## src/rtl/lsu_pkg.sv

```systemverilog
// Shared definitions for the load/store unit: width codes, sign constants,
// FSM state type and small width helpers.
package lsu_pkg;

    localparam logic [1:0] WIDTH_BYTE = 2'b00;
    localparam logic [1:0] WIDTH_HALF = 2'b01;
    localparam logic [1:0] WIDTH_WORD = 2'b11;

    localparam logic SIGNED   = 1'b1;
    localparam logic UNSIGNED = 1'b0;

    typedef enum logic [1:0] {
        ST_IDLE,
        ST_ISSUE,
        ST_WAIT,
        ST_RESP
    } lsu_state_t;

    // Code 2'b10 is reserved and behaves exactly like a word access.
    function automatic logic [1:0] norm_width(input logic [1:0] width);
        return (width == WIDTH_BYTE || width == WIDTH_HALF) ? width : WIDTH_WORD;
    endfunction

    function automatic logic is_misaligned(input logic [1:0] width, input logic [1:0] k);
        case (norm_width(width))
            WIDTH_HALF: return k[0];
            WIDTH_WORD: return (k != 2'd0);
            default:    return 1'b0;
        endcase
    endfunction

endpackage

```

## src/rtl/lsu_lane_steer.sv

```systemverilog
// Store-data lane steering: replicate the store value to fill 32 bits, then
// rotate right by one byte per address offset so it lands on the right banks.
module lsu_lane_steer
    import lsu_pkg::*;
(
    input  logic [1:0]  i_width,
    input  logic [1:0]  i_k,
    input  logic [31:0] i_wdata,
    output logic [31:0] o_pattern
);

    logic [31:0] w_rep;

    always_comb begin
        // NOTE: default assignment first keeps this combinational block latch-free.
        w_rep = i_wdata;
        case (norm_width(i_width))
            WIDTH_BYTE: w_rep = {4{i_wdata[7:0]}};
            WIDTH_HALF: w_rep = {2{i_wdata[15:0]}};
            default:    w_rep = i_wdata;
        endcase

        case (i_k)
            2'd0:    o_pattern = w_rep;
            2'd1:    o_pattern = {w_rep[7:0],  w_rep[31:8]};
            2'd2:    o_pattern = {w_rep[15:0], w_rep[31:16]};
            default: o_pattern = {w_rep[23:0], w_rep[31:24]};
        endcase
    end

endmodule

```

## src/rtl/load_store_unit.sv

```systemverilog
// Single-outstanding load/store unit driving a byte-banked data memory.
// Define LSU_MISALIGN_TRAP_EN to turn misaligned half/word accesses into error responses.
module load_store_unit
    import lsu_pkg::*;
#(
    parameter int ADDR_W   = 10,
    parameter int READ_LAT = 1
) (
    input  logic              clk,
    input  logic              rst,
    input  logic              req_valid,
    output logic              req_ready,
    input  logic              req_we,
    input  logic [1:0]        req_width,
    input  logic              req_sign,
    input  logic [ADDR_W-1:0] req_addr,
    input  logic [31:0]       req_wdata,
    output logic              rsp_valid,
    output logic [31:0]       rsp_rdata,
    output logic              rsp_err,
    output logic [ADDR_W-1:0] mem_address,
    output logic [31:0]       mem_in,
    output logic              mem_wren,
    output logic [1:0]        mem_width,
    output logic              mem_sign,
    input  logic [31:0]       mem_out
);

    localparam logic [1:0] WAIT_LAST = 2'(READ_LAT - 1);

    lsu_state_t        r_state;
    logic              r_we;
    logic [1:0]        r_wait_cnt;
    logic              r_rsp_valid;
    logic [31:0]       r_rsp_rdata;
    logic              r_rsp_err;
    logic [ADDR_W-1:0] r_mem_address;
    logic [31:0]       r_mem_in;
    logic              r_mem_wren;
    logic [1:0]        r_mem_width;
    logic              r_mem_sign;

    logic [31:0]       w_pattern;
    logic              w_trap;

    lsu_lane_steer u_steer (
        .i_width   (req_width),
        .i_k       (req_addr[1:0]),
        .i_wdata   (req_wdata),
        .o_pattern (w_pattern)
    );

`ifdef LSU_MISALIGN_TRAP_EN
    assign w_trap = is_misaligned(req_width, req_addr[1:0]);
`else
    assign w_trap = 1'b0;
`endif

    always_ff @(posedge clk or posedge rst) begin
        if (rst) begin
            r_state       <= ST_IDLE;
            r_we          <= 1'b0;
            r_wait_cnt    <= 2'd0;
            r_rsp_valid   <= 1'b0;
            r_rsp_rdata   <= '0;
            r_rsp_err     <= 1'b0;
            r_mem_address <= '0;
            r_mem_in      <= '0;
            r_mem_wren    <= 1'b0;
            r_mem_width   <= '0;
            r_mem_sign    <= 1'b0;
        end else begin
            // NOTE: sequential state uses non-blocking assignments so every register sees pre-edge values.
            case (r_state)
                ST_IDLE: begin
                    if (req_valid) begin
                        r_mem_address <= req_addr;
                        r_mem_width   <= norm_width(req_width);
                        r_mem_sign    <= req_sign;
                        r_mem_in      <= w_pattern;
                        r_rsp_rdata   <= '0;
                        if (w_trap) begin
                            r_rsp_err   <= 1'b1;
                            r_rsp_valid <= 1'b1;
                            r_state     <= ST_RESP;
                        end else begin
                            r_we        <= req_we;
                            r_mem_wren  <= req_we;
                            r_state     <= ST_ISSUE;
                        end
                    end
                end
                ST_ISSUE: begin
                    r_mem_wren <= 1'b0;
                    if (r_we) begin
                        r_rsp_valid <= 1'b1;
                        r_state     <= ST_RESP;
                    end else begin
                        r_wait_cnt  <= WAIT_LAST;
                        r_state     <= ST_WAIT;
                    end
                end
                ST_WAIT: begin
                    // Memory already extends the data, so mem_out is captured as-is.
                    if (r_wait_cnt == 2'd0) begin
                        r_rsp_rdata <= mem_out;
                        r_rsp_valid <= 1'b1;
                        r_state     <= ST_RESP;
                    end else begin
                        r_wait_cnt  <= r_wait_cnt - 2'd1;
                    end
                end
                ST_RESP: begin
                    r_rsp_valid <= 1'b0;
                    r_rsp_err   <= 1'b0;
                    r_rsp_rdata <= '0;
                    r_state     <= ST_IDLE;
                end
                default: r_state <= ST_IDLE;
            endcase
        end
    end

    assign req_ready   = (r_state == ST_IDLE);
    assign rsp_valid   = r_rsp_valid;
    assign rsp_rdata   = r_rsp_rdata;
    assign rsp_err     = r_rsp_err;
    assign mem_address = r_mem_address;
    assign mem_in      = r_mem_in;
    assign mem_wren    = r_mem_wren;
    assign mem_width   = r_mem_width;
    assign mem_sign    = r_mem_sign;

endmodule

```

## config.mk

```make
export PLATFORM = sky130hd
export DESIGN_NAME = load_store_unit
export DESIGN_NICKNAME = d
export VERILOG_FILES = /design/src/rtl/lsu_pkg.sv /design/src/rtl/lsu_lane_steer.sv /design/src/rtl/load_store_unit.sv
export SDC_FILE = /design/constraint.sdc
export NUM_CORES = 1
export LEC_CHECK = 0
export CAP_MARGIN = 10
export CORE_ASPECT_RATIO = 0.6
export CORE_MARGIN = 10
export CORE_UTILIZATION = 42
export CTS_CLUSTER_DIAMETER = 80
export DETAILED_ROUTE_END_ITERATION = 12
export PLACE_DENSITY = 0.78
export REMOVE_ABC_BUFFERS = 1
export SETUP_SLACK_MARGIN = 0.15
export SYNTH_ARGS = -nofsm -noshare
export SYNTH_HDL_FRONTEND = slang
export SYNTH_SLANG_ARGS = --single-unit
export TNS_END_PERCENT = 100
```

## constraint.sdc

```tcl
create_clock -name clk -period 2.75 [get_ports clk]
set_input_delay 0.6875 -clock clk [delete_from_list [all_inputs] [get_ports clk]]
set_output_delay 0.6875 -clock clk [all_outputs]
set_load 0.005 [all_outputs]
```

# Word-level counts from Yosys, hierarchy flattened
# Cells that the tools add are included.
# Widths: inputs -> output; s select.
# totals
regBits,84
input_bits,81
out_inout_bits,81
wordCells,57
# op_classes
addsub,1
eq_ne,12
muxes,18
n_bitwise,1
reduce_logical,15
# ops
cell,count
$pmux 32 s3,2
$mux 32,2
$pmux 32 s2,1
$logic_not 2->1,5
$mux 2,5
$ne 2x2->1 const B,5
$reduce_and 3->1,3
$eq 2x1->1 const B,4
$pmux 2 s4,1
$eq 2x2->1 const B,3
$reduce_and 2->1,3
$mux 1,4
$pmux 2 s2,1
$reduce_bool 2->1,2
$pmux 1 s3,1
$reduce_bool 3->1,1
$pmux 1 s2,1
$sub 2x1->2 const B,1
$logic_or 1x1->1,1
$not 1->1,1

# Depth between registers and ports, before layout
# logic_depth
word_depth,6
depth_mapped,8

# Modules after synthesis
# From an unflattened synthesis, not the netlist that was laid out.
# unflattened
hier_cells,430
area_unflattened_um2,4832.1
# modules_own_cells
module,n_inst,cells_per_inst,area_per_inst_um2,seq_area_each_um2
load_store_unit,1,280,3648.5,2102.0
lsu_lane_steer,1,150,1183.6,0.0

# Worst setup path after synthesis
# No wires, ideal clock.
# synth_timing
kind,input port to flip-flop
start,input req_width[1]
end,"register r_mem_in[26], in the netlist mem_in[26]"
setup_ns,0.121
arrival_ns,1.856
path_slack_ns,0.773
path_stages,7
path_buffers,3
cell_sequence,buf_6 > or2_1 > buf_6 > buf_6 > a2111oi_2 > a31oi_1 > a22o_1
# synth_via
elab_chain_len,6
elab_cells_between_ends,8
classes_between,eq/ne: 2; mux: 3; reduce/logical: 3
# synth_lines
element,line_no,text
"start, declared",load_store_unit.sv:14,"input logic [1:0] req_width,"
$eq 2x1->1 or $logic_not 2->1 (tied branches),lsu_pkg.sv:21,return (width == WIDTH_BYTE || width == WIDTH_HALF) ? width : WIDTH_WORD;
$logic_or 1x1->1,lsu_pkg.sv:21,
$mux 2 (*),lsu_pkg.sv:21,
$eq 2x1->1 or $logic_not 2->1 (tied branches),lsu_lane_steer.sv:17,case (norm_width(i_width))
$pmux 32 s2 (*),lsu_lane_steer.sv:17,
$pmux 32 s3 (*),lsu_lane_steer.sv:23,case (i_k)
"end signal, assigned",load_store_unit.sv:80,r_mem_in <= w_pattern;
"end, declared",load_store_unit.sv:38,logic [31:0] r_mem_in;
# Mark *: on every way between the ends. The rest lies on a longest branch, timed or not.
# A chain may end at the register's enable or synchronous reset.

# Final worst setup path
# layout_timing
start,register r_state[0]
end,output req_ready
# layout_via
elab_chain_len,1
# layout_lines
element,line_no,text
"start, declared",load_store_unit.sv:31,lsu_state_t r_state;
"start signal, assigned",load_store_unit.sv:61,r_state <= ST_IDLE;
"start signal, assigned",load_store_unit.sv:85,r_state <= ST_RESP;
"start signal, assigned",load_store_unit.sv:89,r_state <= ST_ISSUE;
$logic_not 2->1,load_store_unit.sv:124,assign req_ready = (r_state == ST_IDLE);
"end, declared",load_store_unit.sv:12,"output logic req_ready,"
# No other way between the ends.

==> results.yml <==
clock_network:
  cts.path.max_buffers: 2
  cts_root_buffer: "clkbuf_16"
  clk_latency_ps: 330
  ctsHtreeMaxLevel: 3
  tritoncts.num_buffers: 9
  cts.sinks: 84
  postCtsHoldBufs: 0
  clk_pin_slew_ps: 60
  cts_tree: "done"
routing:
  drt_pass1_iterations: 6
  routed_wl_um: 17300
  vias: 4883
  wl_per_cell_um: 20.8
  viasPerCell: 5.85
  drc: 0
  drt_iter0_drc: 522
  ant_nets: 0
sta:
  timing.fmax_mhz: 411
  setup_tns_ps: 0
  tightest_slew_ps: 742
  fin_crit_sh_pct: 88.6
  final.setup_skew_ps: 7.81
  slew_headroom_pct: 50.3
  grt_setup_unrepaired: "false"
  min_period_ps: 2440
  drv_slew: 0
  whs_ps: 472
  finalSetupViolCount: 0
  hold_viol: 0
power_and_ir_drop:
  p_sw_uw: 2240
  combPwrFrac_pct: 46.4
  p_leak_uw: 0.00299
  sw_frac_of_total_pct: 34.3
  peakVddDrop_uv: 418
  p_clk_share_pct: 20.4
  p_int_uw: 4300
  seqPwrFrac_pct: 33.3
  power_density_nw_per_um2: 941
floorplan:
  dieArea_um2: 16300
  fp.dieH_um: 103
  rows: 30
  coreArea_um2: 11200
  ios: 162
  initial_core_util_pct: 42.8
  die_width_um: 158
final_layout:
  fin_area_um2: 6950
  antenna_cells_inserted: 0
  nets: 773
  syn_to_final_growth_pct: 44.8
  final_cell_mix: "158 x clkdlybuf4s50_1, 127 x nand2_1, 84 x dfrtp_1, 49 x o21ai_0, 30 x mux2i_1"
  final_common_cell: "clkdlybuf4s50_1"
  drive_gt1_share_pct: 9.26
logic_synthesis:
  synth_edf_count: 0
  synthMuxAreaShare_pct: 8.60
  synthAdderAreaFrac_pct: 1.56
  synth-simple-area-share_pct: 16.3
  postSynthCellCount: 530
  post_synth_xor_area_fraction_pct: 0
  ys_ff_latch: 84
  synth_compound_area_share_pct: 24.4
  synth_seq_area_share_pct: 43.8
  synth.avg_cell_area_um2: 9.06
  yosys_warnings: 0
  async_flop_share_pct: 100
  synth_top_family_by_area: "compound AO/OA/AOI/OAI gates"
  netlist_area_um2: 4800
  ys.flop_type: "dfrtp_1"
  yosysUniqueCellTypes: 52
hold_path:
  whs_path_depth: 2
  min_path_type: "reg -> reg"
setup_path:
  critPathKind: "reg -> out"
  crit_fanout: 9
  rr_worst_depth: 7
  end_kind: "output port"
  required_ps: 2060
  cp.arrival_ps: 1750
  crit_path_start_kind: "register"
global_routing:
  grt.busiest_layer: "met2"
  use_met3_pct: 5.04
  grt_util_met1_pct: 27.0
  grt_pass1_vias: 4908
  grt_first_pass_wirelength_um: 26900
  met2_usage_pct: 33.9
  overflow: 0
  grt_max_degree: 65
  antenna_found_initial: 0
  track_usage_pct: 20.8
job:
  drv.max_cap_violation_count: 0
placed_design:
  placed_area_um2: 6620
  hpwlAfterDp_um: 12800
  gp_congestion: 0.925
  io_buffers: 160
run_status:
  status: "completed"
## stage by stage
step	setup slack, ps	std cells	total power, uW	utilization (%)
6_report	314	835	6550	62.0
3_3_place_gp	321	819	5120	59.0
4_1_cts	213	835	6580	61.9
2_1_floorplan	-103	486	3280	-
3_5_place_dp	234	819	5230	59.0
5_1_grt	235	835	6970	62.0
## path summary, 6_finish.rpt
| check | end | startpoint | slack (ps) |
|---|---|---|---|
| max | req_ready | r_state[0] | 310 |
| min | mem_address[0] | mem_address[0] | 470 |
| max reg2reg | mem_in[4] | r_state[0] | 710 |
| min reg2reg | mem_address[0] | mem_address[0] | 470 |
| max in group asynchronous | mem_address[0] | rst | 1390 |
| min in group asynchronous | rsp_rdata[16] | rst | 730 |
## timing repair
action                     CTS  global route
buffers inserted             0             0
gates resized for setup      0             1
setup endpoints to repair    0             1
## layer usage
layer | vias to the layer above | share of wire (%)
met5 | - | 0
met4 | 0 | 2.1
met3 | 30 | 8.1
met2 | 253 | 48
met1 | 2362 | 42
li1 | 2238 | -
## state kept, by name (all words and copies together) (netlist names)
name	flops
mem_wren	1
mem_sign	1
r_state	2
rsp_valid	1
r_we	1
mem_in	32
rsp_rdata	32
r_wait_cnt	2
mem_width	2
mem_address	10
## worst max-delay path, stage by stage (launching register included)
cell and delay (ps):
dfrtp_1 450, inv_1 120, ha_2 290, clkdlybuf4s50_1 550
## power groups by stage
stage	Sequential [uW]	Combinational [uW]	Clock [uW]
floorplan	2190	1090	0
global placement	2170	2950	0
CTS	2180	3050	1340
detailed placement	2200	3030	0
finish	2180	3030	1330
global route	2260	3310	1400
## kinds of logic (layout without fill, tap and decap cells)
family          after synthesis  count (layout)
other cells                   1               1
buf+inv                      52             213
simple gates                182             182
flops                        84              84
compound gates              165             165
fa+ha+maj                     6               6
mux                          40              40
## cell usage after synthesis, types with 2 or more instances
| cell type | instances | area (um2) |
|---|---|---|
| nand2_1 | 128 | 480 |
| dfrtp_1 | 84 | 2100 |
| o21ai_0 | 49 | 245 |
| mux2i_1 | 30 | 300 |
| clkbuf_1 | 23 | 86.3 |
| a21oi_1 | 18 | 90.1 |
| a31oi_1 | 16 | 100 |
| nor2_1 | 14 | 52.6 |
| a221o_1 | 12 | 120 |
| a2bb2o_1 | 12 | 120 |
| nor3_1 | 11 | 55.1 |
| a22o_1 | 10 | 87.6 |
| buf_2 | 10 | 50.1 |
| mux2_2 | 10 | 113 |
| inv_1 | 8 | 30.0 |
| o22ai_1 | 8 | 50.1 |
| a211oi_1 | 7 | 52.6 |
| a2111oi_0 | 6 | 52.6 |
| a32oi_1 | 6 | 52.6 |
| ha_1 | 6 | 75.1 |
| nand2b_1 | 6 | 37.5 |
| nor3b_1 | 6 | 45.0 |
| buf_4 | 4 | 30.0 |
| buf_6 | 4 | 45.0 |
| nand3b_1 | 4 | 30.0 |
| o31ai_1 | 4 | 30.0 |
| buf_1 | 3 | 11.3 |
| nand3_1 | 3 | 15.0 |
| a211o_1 | 2 | 17.5 |
| and2_1 | 2 | 12.5 |
| and3_1 | 2 | 12.5 |
| nor2b_1 | 2 | 12.5 |
## layout make-up
type	instances	area (um2)
Timing Repair Buffer	189	1860
Clock inverter	5	85.1
Multi-Input combinational cell	394	2450
Sequential cell	84	2100
Inverter	8	31.3
Fill cell	940	4270
Tap cell	144	180
Clock buffer	11	243
Note: power is estimated with default switching activity, not from simulation.
